File: config.mk
export PLATFORM = sky130hd
export DESIGN_NAME = csr_ctrl
export DESIGN_NICKNAME = d
export VERILOG_FILES = /design/src/rtl/csr_ctrl_pkg.sv /design/src/rtl/csr_ctrl_alu.sv /design/src/rtl/csr_ctrl.sv
export SDC_FILE = /design/constraint.sdc
export NUM_CORES = 1
export LEC_CHECK = 0
export CORE_MARGIN = 2
export CORE_UTILIZATION = 25
export CTS_CLUSTER_DIAMETER = 200
export DETAILED_ROUTE_END_ITERATION = 16
export GPL_TIMING_DRIVEN = 0
export PLACE_DENSITY = 0.53
export SLEW_MARGIN = 10
export SYNTH_ARGS = -nofsm -noshare
export SYNTH_HDL_FRONTEND = slang
export SYNTH_HIERARCHICAL = 1
export SYNTH_SLANG_ARGS = --single-unit
File: constraint.sdc
create_clock -name clk -period 1.6 [get_ports clk]
set_clock_uncertainty 0.05 [all_clocks]
set_input_delay 0.24 -clock clk [delete_from_list [all_inputs] [get_ports clk]]
set_output_delay 0.24 -clock clk [all_outputs]
set_load 0.005 [all_outputs]
File: src/rtl/csr_ctrl_pkg.sv
// ---------------------------------------------------------------------------
// csr_ctrl_pkg : shared encodings for the CSR read-modify-write controller
// Rev 1.0
// ---------------------------------------------------------------------------
`default_nettype none

package csr_ctrl_pkg;

    localparam logic [2:0] CSR_OP_RW  = 3'b001;
    localparam logic [2:0] CSR_OP_RS  = 3'b010;
    localparam logic [2:0] CSR_OP_RC  = 3'b011;
    localparam logic [2:0] CSR_OP_RWI = 3'b101;
    localparam logic [2:0] CSR_OP_RSI = 3'b110;
    localparam logic [2:0] CSR_OP_RCI = 3'b111;

    localparam logic [1:0] CSR_RO_PREFIX = 2'b11;

    localparam logic [11:0] CSR_MSTATUS  = 12'h300;
    localparam logic [11:0] CSR_MSCRATCH = 12'h340;
    localparam logic [11:0] CSR_MEPC     = 12'h341;
    localparam logic [11:0] CSR_MHARTID  = 12'hF14;

    typedef enum logic [1:0] {
        CSR_ST_IDLE = 2'd0,
        CSR_ST_READ = 2'd1,
        CSR_ST_EXEC = 2'd2
    } csr_state_e;

    // Immediate forms take the rs1 field itself as a zero-extended operand.
    function automatic logic csr_uses_imm(input logic [2:0] funct3);
        return funct3[2];
    endfunction

endpackage

`default_nettype wire

File: src/rtl/csr_ctrl_alu.sv
// ---------------------------------------------------------------------------
// csr_alu : combinational new-value, write-intent and bad-opcode decode
// Rev 1.0
// ---------------------------------------------------------------------------
`default_nettype none

module csr_alu
    import csr_ctrl_pkg::*;
#(
    parameter int XLEN = 32
) (
    input  logic [2:0]      funct3_i,
    input  logic [XLEN-1:0] old_i,
    input  logic [XLEN-1:0] op_i,
    input  logic            zero_src_i,
    output logic [XLEN-1:0] new_o,
    output logic            do_write_o,
    output logic            bad_op_o
);

    always_comb begin
        new_o      = op_i;
        do_write_o = 1'b0;
        bad_op_o   = 1'b0;
        case (funct3_i)
            CSR_OP_RW, CSR_OP_RWI: begin
                do_write_o = 1'b1;
            end
            CSR_OP_RS, CSR_OP_RSI: begin
                new_o      = old_i | op_i;
                do_write_o = !zero_src_i;
            end
            CSR_OP_RC, CSR_OP_RCI: begin
                new_o      = old_i & ~op_i;
                do_write_o = !zero_src_i;
            end
            default: begin
                bad_op_o = 1'b1;
            end
        endcase
    end

endmodule

`default_nettype wire

File: src/rtl/csr_ctrl.sv
// ---------------------------------------------------------------------------
// csr_ctrl : Zicsr initiator, runs read-modify-write against a registered-read
//            CSR file and returns the old value for rd writeback
// Rev 1.0
// ---------------------------------------------------------------------------
`default_nettype none

module csr_ctrl
    import csr_ctrl_pkg::*;
#(
    parameter int XLEN   = 32,
    parameter int CSR_AW = 12
) (
    input  logic              clk,
    input  logic              rst,
    input  logic              req_valid_i,
    output logic              req_ready_o,
    input  logic [2:0]        funct3_i,
    input  logic [CSR_AW-1:0] csr_addr_i,
    input  logic [XLEN-1:0]   rs1_data_i,
    input  logic [4:0]        rs1_zimm_i,
    input  logic [4:0]        rd_addr_i,
    output logic [CSR_AW-1:0] csr_raddr_o,
    input  logic [XLEN-1:0]   csr_rdata_i,
    output logic              csr_we_o,
    output logic [CSR_AW-1:0] csr_waddr_o,
    output logic [XLEN-1:0]   csr_wdata_o,
    output logic              rd_we_o,
    output logic [4:0]        rd_waddr_o,
    output logic [XLEN-1:0]   rd_wdata_o,
    output logic              done_o,
    output logic              illegal_o,
    output logic              stall_o
);

    csr_state_e        state_q, state_d;
    logic [2:0]        funct3_q;
    logic [CSR_AW-1:0] addr_q;
    logic [XLEN-1:0]   op_q;
    logic [4:0]        zimm_q;
    logic [4:0]        rd_q;

    logic              accept;
    logic              exec;
    logic [XLEN-1:0]   new_val;
    logic              alu_write;
    logic              alu_bad;
    logic              illegal;

    logic              csr_we_q, rd_we_q, done_q, illegal_q;
    logic [CSR_AW-1:0] csr_waddr_q;
    logic [XLEN-1:0]   csr_wdata_q, rd_wdata_q;
    logic [4:0]        rd_waddr_q;

    always_comb begin
        state_d     = state_q;
        req_ready_o = 1'b0;
        accept      = 1'b0;
        exec        = 1'b0;
        case (state_q)
            CSR_ST_IDLE: begin
                req_ready_o = 1'b1;
                accept      = req_valid_i;
                if (req_valid_i) state_d = CSR_ST_READ;
            end
            CSR_ST_READ: state_d = CSR_ST_EXEC;
            CSR_ST_EXEC: begin
                exec    = 1'b1;
                state_d = CSR_ST_IDLE;
            end
            default: state_d = CSR_ST_IDLE;
        endcase
        stall_o = (state_q != CSR_ST_IDLE) || accept;
    end

    csr_alu #(
        .XLEN (XLEN)
    ) u_alu (
        .funct3_i   (funct3_q),
        .old_i      (csr_rdata_i),
        .op_i       (op_q),
        .zero_src_i (zimm_q == 5'd0),
        .new_o      (new_val),
        .do_write_o (alu_write),
        .bad_op_o   (alu_bad)
    );

    // Only an actual write into the read-only quadrant traps; pure reads are fine.
    assign illegal = alu_bad || (alu_write && (addr_q[CSR_AW-1 -: 2] == CSR_RO_PREFIX));

    always_ff @(posedge clk) begin
        if (rst) begin
            state_q     <= CSR_ST_IDLE;
            funct3_q    <= '0;
            addr_q      <= '0;
            op_q        <= '0;
            zimm_q      <= '0;
            rd_q        <= '0;
            csr_we_q    <= 1'b0;
            csr_waddr_q <= '0;
            csr_wdata_q <= '0;
            rd_we_q     <= 1'b0;
            rd_waddr_q  <= '0;
            rd_wdata_q  <= '0;
            done_q      <= 1'b0;
            illegal_q   <= 1'b0;
        end else begin
            state_q   <= state_d;
            csr_we_q  <= exec && alu_write && !illegal;
            rd_we_q   <= exec && (rd_q != 5'd0) && !illegal;
            done_q    <= exec;
            illegal_q <= exec && illegal;
            if (accept) begin
                funct3_q <= funct3_i;
                addr_q   <= csr_addr_i;
                op_q     <= csr_uses_imm(funct3_i) ? {{(XLEN-5){1'b0}}, rs1_zimm_i}
                                                   : rs1_data_i;
                zimm_q   <= rs1_zimm_i;
                rd_q     <= rd_addr_i;
            end
            if (exec) begin
                csr_waddr_q <= addr_q;
                csr_wdata_q <= new_val;
                rd_waddr_q  <= rd_q;
                rd_wdata_q  <= csr_rdata_i;
            end
        end
    end

    assign csr_raddr_o = addr_q;
    assign csr_we_o    = csr_we_q;
    assign csr_waddr_o = csr_waddr_q;
    assign csr_wdata_o = csr_wdata_q;
    assign rd_we_o     = rd_we_q;
    assign rd_waddr_o  = rd_waddr_q;
    assign rd_wdata_o  = rd_wdata_q;
    assign done_o      = done_q;
    assign illegal_o   = illegal_q;

endmodule

`default_nettype wire

==> metrics.txt, run 1 <==
Layout Nets=994; yosys warns=6; postcts setup bufs=0; final WL=20400 µm; initial antenna violation count=0; Sink Count=143; # diodes=0; die area=23600 µm²; fraction of layout cells with a size suffix above 1=0.136; Total Power=8.80 mW; Syn Nets=787; Max-cap violations=0; number of port buffers=188; DRC=0; maximum vdd ir drop=0.634 mV; Fmax achieved=637 MHz; # setup viols final=0; Post-Place Cell Area=7840 µm²; hold path depth=2; Cell Rows=54; R2R depth=5; CTS tree=built; RSZ-0062 raised after global routing=true; cell family contributing the most delay on the critical path=buffers and inverters; R2R Path End=csr_we_o$_SDFF_PP0_; crit-path max cell delay=530 ps; slowest CP cell=clkdlybuf4s50_1; Final Cell Area=8530 µm²; pin count of the biggest net entering global routing=17; crit-path max FO=2; initial DRC count=203; Final Util=0.390; GRT Util Overall=0.172; I/O pin total=191; worst r2r src=zimm_q[0]$_SDFFE_PP0P_; Via density=4.50; TritonCTS Buffers=17; Post-Syn Area per Cell=8.07 µm²; leakage power=3.37 nW; WP buf/inv=1; measured slew at the worst slew-check pin=692 ps; post-synthesis cell count=695; vias in the first global route=5345; register area=2890 µm²; HPWL after detailed placement=14600 µm; synthesized area=5610 µm²; flop2flop setup slack=80 ps; worst hold margin=85.2 ps; status=finished, final reports clean; vias=5376; first-pass GRT wire length=31300 µm; Worst Setup End Kind=output pin; max-slew violations=0; CTS H-tree depth=4; GR Overflow Total=0; Fin. Hold Viols=0; Hold WC Path Type=in2reg; min-delay src=rst; Clock Latency Late Sink=420 ps; pwr/cell area=1030 nW/µm²; Tmin final=1570 ps; Core Footprint=21900 µm²; Post-DRT Antenna Nets=0; initial core utilization=0.256; clk root buf=clkbuf_16; most common cell after layout, fill and taps aside=nand2_1; Worst EP arrival=1280 ps; DRT Pass-1 Iters=4; Synth-to-Final Area Change=52.1%; Crit. Startpoint=rd_waddr_o[4]$_SDFFE_PP0P_; RD Place Congestion=0.716; CP cell instances=clkdlybuf4s50_1; ratio of final minimum period to clock period=0.981; Crit path required time=1310 ps; # fillers=2301; Critical Path Source Type=register; relative slew slack=0.538; Die X=154 µm; kind of critical path=reg2out; most frequent cells in the layout=nand2_1, a21oi_1, clkdlybuf4s50_1; WL/cell=17.1 µm; hold path endpoint=done_o$_SDFF_PP0_; Vert. Die Dim=154 µm; Clock transition at path regs=60 ps; CTS Buffer Depth=2; area of the multi-input gates=2430 µm²
timing repair:
item / in CTS / in global routing
gates resized for setup: 19 / 46
pin swaps: 0 / 2
hold buffers: 0 / 0
setup endpoints to repair: 38 / 83
per-layer routing:
| metal | GRT usage | vias up | wire length, µm |
|---|---|---|---|
| met5 | 0 | - | 0 |
| met4 | 0.0476 | 0 | 285 |
| met3 | 0.0634 | 23 | 1580 |
| met2 | 0.274 | 169 | 9110 |
| met1 | 0.220 | 2454 | 9480 |
| li1 | - | 2730 | - |
power by group:
group / internal [mW] / total (mW) / switching [mW]
clock network: 2.47 / 4.06 / 1.59
registers: 3.68 / 3.77 / 0.0875
logic: 0.475 / 0.963 / 0.488
worst max path at each step:
stage                                         to  slack (ps)  cells after the start
after global placement     op_q[26]$_SDFFE_PP0P_        -260                      6
final                              rd_waddr_o[4]          30                      1
after global routing                     stall_o         -20                      2
after CTS                                stall_o        -130                      2
after detailed placement  zimm_q[2]$_SDFFE_PP0P_        -280                      6
after floorplan              csr_we_o$_SDFF_PP0_         150                      5
flip-flops by register name, summed over array words and instances, names as in the netlist:
register     flops
csr_wdata_o     32
op_q            32
rd_wdata_o      32
csr_raddr_o     12
csr_waddr_o     12
rd_q             5
rd_waddr_o       5
zimm_q           5
funct3_q         2
state_q          2
csr_we_o         1
done_o           1
illegal_o        1
rd_we_o          1
stage by stage:
stage / setup TNS (ps) / worst slack, ps / instances
after CTS: -131 / -131 / 1195
after global placement: -23910 / -259 / 1163
after detailed placement: -25510 / -278 / 1163
after floorplan: 0 / 151 / 695
final: 0 / 30.3 / 1195
after global routing: -16.3 / -15.2 / 1195
final cells by class:
| class | instances | share of cell area |
|---|---|---|
| clock inverters | 8 | 0.0122 |
| well taps | 280 | 0.0411 |
| clock buffers | 24 | 0.0577 |
| plain buffers | 58 | 0.0389 |
| repair buffers | 188 | 0.226 |
| flip-flops and latches | 143 | 0.339 |
| multi-input cells | 494 | 0.285 |
Power figures use the tool's default switching activity.
==> run 2: changes to the inputs <==
--- a/config.mk
+++ b/config.mk
@@ -5,13 +5,13 @@
 export SDC_FILE = /design/constraint.sdc
 export NUM_CORES = 1
 export LEC_CHECK = 0
+export CAP_MARGIN = 20
 export CORE_MARGIN = 2
 export CORE_UTILIZATION = 25
 export CTS_CLUSTER_DIAMETER = 200
 export DETAILED_ROUTE_END_ITERATION = 16
 export GPL_TIMING_DRIVEN = 0
 export PLACE_DENSITY = 0.53
-export SLEW_MARGIN = 10
 export SYNTH_ARGS = -nofsm -noshare
 export SYNTH_HDL_FRONTEND = slang
 export SYNTH_HIERARCHICAL = 1
==> results of run 2 <==
The final DEF is identical to that of run 1; final timing and power are the same.
